`config.mk`:
```
export PLATFORM = sky130hd
export DESIGN_NAME = cpu_datapath
export DESIGN_NICKNAME = d
export VERILOG_FILES = /design/src/rtl/cpu_datapath_pkg.sv /design/src/rtl/cpu_alu.sv /design/src/rtl/cpu_datapath.sv
export SDC_FILE = /design/constraint.sdc
export NUM_CORES = 1
export LEC_CHECK = 0
export BUFFER_PORTS_ARGS = -buffer_cell sky130_fd_sc_hd__clkbuf_2
export CAP_MARGIN = 15
export CELL_PAD_IN_SITES_DETAIL_PLACEMENT = 0
export CELL_PAD_IN_SITES_GLOBAL_PLACEMENT = 2
export CORE_MARGIN = 2
export CORE_UTILIZATION = 44
export CTS_CLUSTER_SIZE = 40
export DETAILED_ROUTE_END_ITERATION = 16
export PLACE_DENSITY_LB_ADDON = 0.15
export SLEW_MARGIN = 40
export SYNTH_ARGS = -nofsm -noshare
export SYNTH_HDL_FRONTEND = slang
export SYNTH_SLANG_ARGS = --single-unit
```
`constraint.sdc`:
```
create_clock -name clk -period 9.1 [get_ports clk]
set_input_delay 0.91 -clock clk [delete_from_list [all_inputs] [get_ports clk]]
set_output_delay 0.91 -clock clk [all_outputs]
set_load 0.01 [all_outputs]
```
`src/rtl/cpu_datapath_pkg.sv`:
```
// cpu_datapath_pkg
//    Shared definitions for the accumulator CPU datapath and its controller:
//    opcode encodings, accumulator-source select encodings and a helper that
//    classifies the two unassigned (illegal) opcodes.
package cpu_datapath_pkg;

   // Opcode map (IR[7:4]); 1001 and 1110 are unassigned
   localparam logic [3:0] OP_NOP  = 4'b0000;
   localparam logic [3:0] OP_ADD  = 4'b0001;
   localparam logic [3:0] OP_SUB  = 4'b0010;
   localparam logic [3:0] OP_NOR  = 4'b0011;
   localparam logic [3:0] OP_MOVR = 4'b0100;   // ACC <= reg[operand]
   localparam logic [3:0] OP_MOVA = 4'b0101;   // reg[operand] <= ACC
   localparam logic [3:0] OP_JZRS = 4'b0110;   // jump if z to reg[operand]
   localparam logic [3:0] OP_JZIM = 4'b0111;   // jump if z to operand
   localparam logic [3:0] OP_JCRS = 4'b1000;   // jump if c to reg[operand]
   localparam logic [3:0] OP_ILL9 = 4'b1001;
   localparam logic [3:0] OP_JCIM = 4'b1010;   // jump if c to operand
   localparam logic [3:0] OP_SHL  = 4'b1011;
   localparam logic [3:0] OP_SHR  = 4'b1100;
   localparam logic [3:0] OP_LDI  = 4'b1101;   // ACC <= operand
   localparam logic [3:0] OP_ILLE = 4'b1110;
   localparam logic [3:0] OP_HALT = 4'b1111;

   // Accumulator source select
   typedef enum logic [1:0] {
      SEL_ACC_ALU = 2'b00,
      SEL_ACC_RSV = 2'b01,
      SEL_ACC_REG = 2'b10,
      SEL_ACC_IMM = 2'b11
   } sel_acc_e;

   // True for the opcodes that have no instruction assigned
   function automatic logic is_illegal_op(input logic [3:0] opc);
      return (opc == OP_ILL9) || (opc == OP_ILLE);
   endfunction

endpackage

```
`src/rtl/cpu_alu.sv`:
```
// cpu_alu
//    Combinational ALU of the accumulator CPU. fn uses the opcode encoding.
//    Ports:
//       a, b    in   DATA_W   operands (a = ACC, b = reg[operand])
//       fn      in   4        function select
//       cin     in   1        current carry flag, passed through for non-ALU codes
//       result  out  DATA_W   function result
//       cout    out  1        carry / borrow / shifted-out bit
module cpu_alu
   import cpu_datapath_pkg::*;
#(
   parameter int DATA_W = 8
) (
   input  logic [DATA_W-1:0] a,
   input  logic [DATA_W-1:0] b,
   input  logic [3:0]        fn,
   input  logic              cin,
   output logic [DATA_W-1:0] result,
   output logic              cout
);

   // ALU function decode
   always_comb begin
      result = a;
      cout   = cin;
      case (fn)
         OP_ADD: {cout, result} = {1'b0, a} + {1'b0, b};
         OP_SUB: begin
            result = a - b;
            cout   = (a < b);   // borrow
         end
         OP_NOR: begin
            result = ~(a | b);
            cout   = 1'b0;
         end
         OP_SHL: begin
            result = {a[DATA_W-2:0], 1'b0};
            cout   = a[DATA_W-1];
         end
         OP_SHR: begin
            result = {1'b0, a[DATA_W-1:1]};
            cout   = a[0];
         end
         default: begin
            result = a;
            cout   = cin;
         end
      endcase
   end

endmodule

```
`src/rtl/cpu_datapath.sv`:
```
// cpu_datapath
//    Datapath of the 4-bit-opcode accumulator CPU. Executes the controller
//    strobes: holds PC, IR, ACC, a 16-entry register file and the z/c flags,
//    and contains the ALU. All outputs come straight from registers.
//    Ports:
//       clk         in   1        rising-edge clock
//       CLB         in   1        asynchronous active-low reset
//       imem_data   in   8        instruction at imem_addr ([7:4] op, [3:0] operand)
//       LoadIR      in   1        IR <= imem_data
//       IncPC       in   1        PC <= PC + 1
//       SelPC       in   1        jump target: 1 = reg[operand], 0 = operand
//       LoadPC      in   1        conditional jump strobe
//       LoadReg     in   1        reg[operand] <= ACC
//       LoadAcc     in   1        ACC <= source chosen by SelAcc
//       SelAcc      in   2        00 ALU, 10 reg[operand], 11 immediate, 01 reserved
//       SelALU      in   4        ALU function
//       imem_addr   out  PC_W     = PC
//       op          out  4        = IR[7:4]
//       z, c        out  1        flag registers
//       acc         out  DATA_W   = ACC
//       illegal_op  out  1        sticky illegal-opcode flag (DP_ILLEGAL_OP_EN only)
//    Build option: define DP_ILLEGAL_OP_EN to add illegal_op.
module cpu_datapath
   import cpu_datapath_pkg::*;
#(
   parameter int DATA_W = 8,
   parameter int PC_W   = 8
) (
   input  logic              clk,
   input  logic              CLB,
   input  logic [7:0]        imem_data,
   input  logic              LoadIR,
   input  logic              IncPC,
   input  logic              SelPC,
   input  logic              LoadPC,
   input  logic              LoadReg,
   input  logic              LoadAcc,
   input  logic [1:0]        SelAcc,
   input  logic [3:0]        SelALU,
   output logic [PC_W-1:0]   imem_addr,
   output logic [3:0]        op,
   output logic              z,
   output logic              c,
   output logic [DATA_W-1:0] acc
`ifdef DP_ILLEGAL_OP_EN
   ,
   output logic              illegal_op
`endif
);

   logic [PC_W-1:0]   pc_r;
   logic [7:0]        ir_r;
   logic [DATA_W-1:0] acc_r;
   logic              z_r;
   logic              c_r;
   logic [DATA_W-1:0] regs_r [16];

   logic [3:0]        opc_s;
   logic [3:0]        operand_s;
   logic [DATA_W-1:0] b_s;
   logic [DATA_W-1:0] alu_res_s;
   logic              alu_cout_s;
   logic              taken_s;
   logic [PC_W-1:0]   pc_next_s;
   logic [DATA_W-1:0] acc_next_s;
   logic              z_next_s;
   logic              c_next_s;

   assign opc_s     = ir_r[7:4];
   assign operand_s = ir_r[3:0];
   // Register-file read is the pre-edge content: a same-edge LoadReg is not bypassed
   assign b_s       = regs_r[operand_s];

   assign imem_addr = pc_r;
   assign op        = opc_s;
   assign z         = z_r;
   assign c         = c_r;
   assign acc       = acc_r;

   cpu_alu #(
      .DATA_W (DATA_W)
   ) u_alu (
      .a      (acc_r),
      .b      (b_s),
      .fn     (SelALU),
      .cin    (c_r),
      .result (alu_res_s),
      .cout   (alu_cout_s)
   );

   // PC next-state: a taken jump wins over increment
   always_comb begin
      taken_s = LoadPC &
                ((((opc_s == OP_JZRS) || (opc_s == OP_JZIM)) & z_r) |
                 (((opc_s == OP_JCRS) || (opc_s == OP_JCIM)) & c_r));
      pc_next_s = pc_r;
      if (taken_s) begin
         if (SelPC) begin
            pc_next_s = PC_W'(b_s);
         end else begin
            pc_next_s = PC_W'(operand_s);
         end
      end else if (IncPC) begin
         pc_next_s = pc_r + PC_W'(1);   // wraps modulo 2^PC_W
      end else begin
         pc_next_s = pc_r;
      end
   end

   // ACC / flag next-state; the reserved select holds everything
   always_comb begin
      acc_next_s = acc_r;
      z_next_s   = z_r;
      c_next_s   = c_r;
      if (LoadAcc) begin
         case (SelAcc)
            SEL_ACC_ALU: begin
               acc_next_s = alu_res_s;
               c_next_s   = alu_cout_s;
               z_next_s   = (alu_res_s == '0);
            end
            SEL_ACC_REG: begin
               acc_next_s = b_s;
               z_next_s   = (b_s == '0);
            end
            SEL_ACC_IMM: begin
               acc_next_s = DATA_W'(operand_s);
               z_next_s   = (operand_s == 4'd0);
            end
            default: begin
               acc_next_s = acc_r;
               z_next_s   = z_r;
               c_next_s   = c_r;
            end
         endcase
      end else begin
         acc_next_s = acc_r;
         z_next_s   = z_r;
         c_next_s   = c_r;
      end
   end

   // PC, IR, ACC and flag registers
   always_ff @(posedge clk or negedge CLB) begin
      if (!CLB) begin
         pc_r  <= '0;
         ir_r  <= 8'h00;
         acc_r <= '0;
         z_r   <= 1'b0;
         c_r   <= 1'b0;
      end else begin
         pc_r  <= pc_next_s;
         acc_r <= acc_next_s;
         z_r   <= z_next_s;
         c_r   <= c_next_s;
         if (LoadIR) begin
            ir_r <= imem_data;
         end else begin
            ir_r <= ir_r;
         end
      end
   end

   // Register file: write the pre-edge ACC to reg[operand]
   always_ff @(posedge clk or negedge CLB) begin
      if (!CLB) begin
         for (int i = 0; i < 16; i++) begin
            regs_r[i] <= '0;
         end
      end else if (LoadReg) begin
         regs_r[operand_s] <= acc_r;
      end else begin
         regs_r[operand_s] <= regs_r[operand_s];
      end
   end

`ifdef DP_ILLEGAL_OP_EN
   // Sticky illegal-opcode flag, cleared only by reset
   always_ff @(posedge clk or negedge CLB) begin
      if (!CLB) begin
         illegal_op <= 1'b0;
      end else if (LoadIR && is_illegal_op(imem_data[7:4])) begin
         illegal_op <= 1'b1;
      end else begin
         illegal_op <= illegal_op;
      end
   end
`endif

endmodule

```
== Word level (Yosys, flattened, before mapping) ==
Index checks and enable logic that the tools add are counted.

* Bits in registers: 154
* Input port bits: 22
* Output and inout bits: 22
* Word-level logic and storage cells: 72

* Add/sub/neg operators: 3
* Magnitude comparators: 3
* Eq/ne operators: 11
* Multiplexer cells: 15
* Bitwise gates (word level): 7
* Reductions and logical operators: 12

{| class="wikitable"
|+ Operator list
! kind !! count
|-
| bitwise mux 128 bit || 2
|-
| 2-to-1 mux 128 bit || 1
|-
| 2-to-1 mux 8 bit || 6
|-
| one-hot mux 8 bit (5 select lines) || 1
|-
| binary-select mux 8 bit (select 4 bit) || 1
|-
| demux 8 bit (select 4 bit) || 1
|-
| one-hot mux 8 bit (3 select lines) || 1
|-
| equality test 4 bit, second input constant || 4
|-
| logical NOT 8 bit || 2
|-
| adder 8 x 8 -> 9 bit || 1
|-
| adder 8 x 1 -> 8 bit, second input constant || 1
|-
| equality test 4 x 2 -> 1 bit, second input constant || 2
|-
| equality test 4 x 3 -> 1 bit, second input constant || 2
|-
| less-than comparator 8 bit || 1
|-
| inverter 8 bit || 1
|-
| OR 8 bit || 1
|-
| subtractor 8 bit || 1
|-
| greater-or-equal comparator 5 bit, second input constant || 1
|-
| less-than comparator 5 x 1 -> 1 bit, second input constant || 1
|-
| inverter 4 -> 5 bit || 1
|-
| one-hot mux 1 bit (5 select lines) || 1
|-
| nonzero test 5 bit || 1
|-
| equality test 2 bit, second input constant || 2
|-
| equality test 4 x 1 -> 1 bit, second input constant || 1
|-
| 11 further kinds || 14
|}

== Longest topological paths before layout ==
* Depth in word-level cells: 9
* Mapped depth: 15
* Gate-level depth less buffers: 12

== Modules after synthesis ==
Synthesis repeated with hierarchy kept, for this count alone.

* Cell total of the unflattened synthesis: 863
* Area total of the unflattened synthesis: 8470.6 sq um

{| class="wikitable"
|+ Modules (own cells, without submodules)
! module !! instances !! cells each !! area an instance (sq um)
|-
| cpu_datapath || 1 || 666 || 7154.4
|-
| cpu_alu || 1 || 197 || 1316.3
|}

== Least setup slack after synthesis ==
Ideal clock, no wire load.

* Kind: register to register
* Start: register ir_r[0]
* End: register z_r, in the netlist z
* Library setup time: 0.110 ns
* Arrival time: 3.527 ns
* Data required time: 8.990 ns
* Setup slack: 5.463 ns
* Cell stages (with the launch flop): 13
* Buffers on the path: 1
* Cells stage by stage: dfrtp_1 buf_6 mux4_1 mux4_2 inv_1 ha_1 or2_2 a221oi_1 o21ai_0 a21oi_1 mux2i_1 a32oi_1 o41ai_1

* Longest elaborated chain between the ends: 9

{| class="wikitable"
|+ RTL lines
! item !! RTL line !! text
|-
| from (decl) || cpu_datapath.sv:52 || <nowiki>logic [7:0] ir_r;</nowiki>
|-
| from (signal assigned) || cpu_datapath.sv:157 || <nowiki>ir_r <= imem_data;</nowiki>
|-
| from (signal assigned) || cpu_datapath.sv:159 || <nowiki>ir_r <= ir_r;</nowiki>
|-
| parallel branches: the longest is 8 deep, another holds subtractor 8 bit || -- ||
|-
| one-hot mux 1 bit (3 select lines) * || cpu_datapath.sv:116 || <nowiki>case (SelAcc)</nowiki>
|-
| to (signal assigned) || cpu_datapath.sv:154 || <nowiki>z_r <= z_next_s;</nowiki>
|-
| to (decl) || cpu_datapath.sv:54 || <nowiki>logic z_r;</nowiki>
|}

Mark *: on every way between the ends. The select of a mux whose other input is x is not followed.
A chain may end at the register's enable or synchronous reset.

== Worst setup path after layout ==
Ends and elaborated chain as after synthesis.

==> flow_summary_export.csv <==
group,metric,value,unit
grt,grt_max_degree,89,
timing,min_period_over_period,52.5,%
grt,grt_usage,24.0,%
power,ir_drop,0.000162,V
route,ant_nets,0,
power,p_switching,1.24,mW
die,die_h,143,um
worst_setup_path,r2r-end,"z",
route,via_per_inst,5.66,
worst_hold_path,holdPathEnd,"regs_r[6]",
timing,finClkSkew,13.3,ps
yosys,synthTopCellsByArea,"dfrtp_1 (45%), a21oi_1 (6.4%), mux4_2 (5.8%), nor2_1 (5.4%), mux4_1 (4.3%)",
finish,drive_gt1_share,17.1,%
placement,io_buffers,43,
timing,rsz0062_at_grt,"no",
run_status,status,"finished, final reports clean",
clock_tree,post_cts_buffers,0,
worst_setup_path,setup.worst_path.start_class,"flip-flop",
yosys,syn_nets,901,
yosys,yosysTopAreaCellShare,45.0,%
yosys,syn_area_per_cell,10.0,um2
timing,timing.slew.headroom,40.8,%
route,totalWireLength,23200,um
worst_setup_path,rrSetupSlack,4320,ps
worst_setup_path,cp.arrival,5080,ps
yosys,yosys_warnings,0,
yosys,ys_seq_area_share,45.0,%
finish,final_area,9500,um2
placement,dpl_cell_area,8890,um2
placement,dp_hpwl,16100,um
worst_setup_path,slowest_stage,"mux4_1",
die,num_io_pins,44,
worst_hold_path,hold_start,"regs_r[6]",
clock_tree,htreeDepth,4,
power,p_per_area,339,nW/um2
clock_tree,cts_resized,0,
route,wire_per_inst,20.4,um
route,drc,0,
power,power_frac_clock,22.4,%
power,combPwrFrac,40.1,%
grt,antenna_found_initial,0,
worst_setup_path,cp_num_cells,12,
route,first_pass_iters,5,
timing,hold_viol_final,0,
die,start_util,44.4,%
worst_setup_path,cpPeakStageDelay,630,ps
yosys,synth.largest_area_cell,"dfrtp_1",
clock_tree,cts-root-buf,"clkbuf_16",
placement,place.gp.congestion,0.923,
worst_setup_path,critPathKind,"reg -> reg",
yosys,yosys_register_bits,154,
yosys,synth_common_cells,"dfrtp_1 (154), nor2_1 (123), a21oi_1 (110)",
worst_setup_path,timing.rr.start,"ir_r[0]",
clock_tree,holdBufCountCts,0,
worst_setup_path,cp-end-kind,"flip-flop",
power,seq_power_share,37.5,%
route,vias,6452,
clock_tree,cts.sinks,154,
worst_hold_path,hp-class,"reg -> reg",
yosys,synth-edff-count,0,
grt,grt_pass1_wl,36900,um
yosys,yosys.cell_count.top_type,"dfrtp_1",
clock_tree,clk_latency,430,ps
power,p_total,3.22,mW
worst_hold_path,hold_depth,2,
route,drtIter0Drc,396,
yosys,synth_area,8560,um2
die,chipWidth,143,um
power,intPower,1.99,mW
yosys,ys.flop_type,"dfrtp_1",
power,p_leak,3.97,nW
die,num_rows,51,
worst_setup_path,critical_path_buf_inv_count,2,
job,cap_violations,0,
timing,setup_viol,0,
timing,period_minus_slack,4780,ps
timing,tightest_slew,865,ps
worst_setup_path,r2r_cells,12,
power,p_sw_share,38.4,%
timing,tns,0,ps
worst_setup_path,crit_chain,"buf_4 -> mux4_1 -> mux4_2 -> inv_1 -> ha_1 -> or2_2 -> a221oi_1 -> o21ai_0 -> a21oi_1 -> mux2i_1 -> a32oi_1 -> o41ai_1",
finish,nets,911,
worst_setup_path,critPathTopFamily,"multiplexers",
clock_tree,path_clk_slew,70,ps
worst_setup_path,cp_max_fo,44,
yosys,synthArstFlopShare,100,%
die,die_area,20600,um2
grt,grt_pass1_vias,6387,
timing,clock.fmax,209,MHz
worst_setup_path,required,9410,ps
grt,gr-total-overflow,0,
die,core-area,19300,um2
clock_tree,cts_tree,"yes",
yosys,synth.distinct_cells,68,
timing,hold_ws,477,ps
clock_tree,cts.path.max_buffers,2,
timing,slew_violations,0,
finish,syn_to_final_growth,11.0,%
clock_tree,cts_inserted_buffers,17,
yosys,synth_cells,852,
-- tightest hold or removal path, stage by stage, from the launching register on --
cell and delay (ps):
dfrtp_1 330, nand2_1 50, o21ai_0 60
-- cell usage in the layout (no fill, tap or decap), drive strengths merged, types with 4 or more instances in the layout --
master  instances
mux2i          10
a31oi           5
o21ai          62
mux4           36
dfrtp         154
a221oi          5
a211oi          6
nand3           9
a22oi           5
buf             8
nor3           16
clkbuf         63
nor3b           6
xor2           10
nor2          124
inv            34
nand2b          9
and2            4
ha             25
nor2b           7
nand2          70
a22o            5
a21oi         124
and3            7
nand4           4
mux2            9
-- through the flow --
step | cells | util, % | setup slack, ps
2_1_floorplan | 852 | - | 5460
3_3_place_gp | 1108 | 45.9 | 4510
3_5_place_dp | 1108 | 46.1 | 4350
4_1_cts | 1138 | 49.2 | 4330
5_1_grt | 1138 | 49.3 | 4080
6_report | 1139 | 49.3 | 4320
-- worst max path at each step --
stage                     startpoint  to  slack [ps]
after floorplan              ir_r[0]   z        5460
after global placement       ir_r[0]   z        4510
after detailed placement     ir_r[0]   z        4350
after CTS                    ir_r[0]   z        4330
after global routing         ir_r[0]   z        4080
final                        ir_r[0]   z        4320
-- metal layers --
layer | share of wire (%) | wire [um] | track usage (%) | vias up
li1 | - | - | - | 3054
met1 | 44 | 10200 | 31.5 | 3202
met2 | 50 | 11500 | 39.6 | 164
met3 | 3.5 | 811 | 4.00 | 32
met4 | 2.7 | 635 | 9.60 | 0
met5 | 0 | 0 | 0 | -
-- state kept, by name (all words and copies together) (netlist names) --
name	count
regs_r	128
acc	8
imem_addr	8
ir_r	8
c	1
z	1
-- power groups by stage --
stage / sequential [mW] / clock, mW / combinational (mW)
floorplan: 1.16 / 0 / 0.958
global route: 1.25 / 0.768 / 1.44
finish: 1.21 / 0.722 / 1.29
detailed placement: 1.22 / 0 / 1.29
global placement: 1.20 / 0 / 1.26
CTS: 1.21 / 0.736 / 1.29
-- final cells by class --
type | instances | area [um2]
tap | 265 | 332
multi-input combinational | 606 | 4310
timing repair buffer | 51 | 288
antenna | 1 | 2.50
clock buffer | 20 | 447
inverter | 32 | 120
sequential | 154 | 3860
fill | 1798 | 9770
clock inverter | 10 | 144
-- cells by family (layout without fill, tap and decap cells) --
group / Yosys count / in the layout / share of synthesized area [%]
AO/OA/AOI/OAI: 246 / 246 / 17.5
XOR/XNOR: 13 / 13 / 1.33
adder cells (fa/ha/maj): 27 / 27 / 4.12
buffers and inverters: 92 / 113 / 5.37
flip-flops: 154 / 154 / 45.0
multiplexers: 55 / 55 / 13.0
other: 0 / 1 / 0
AND/OR/NAND/NOR: 265 / 265 / 13.6
(Power assumes the default switching activity.)
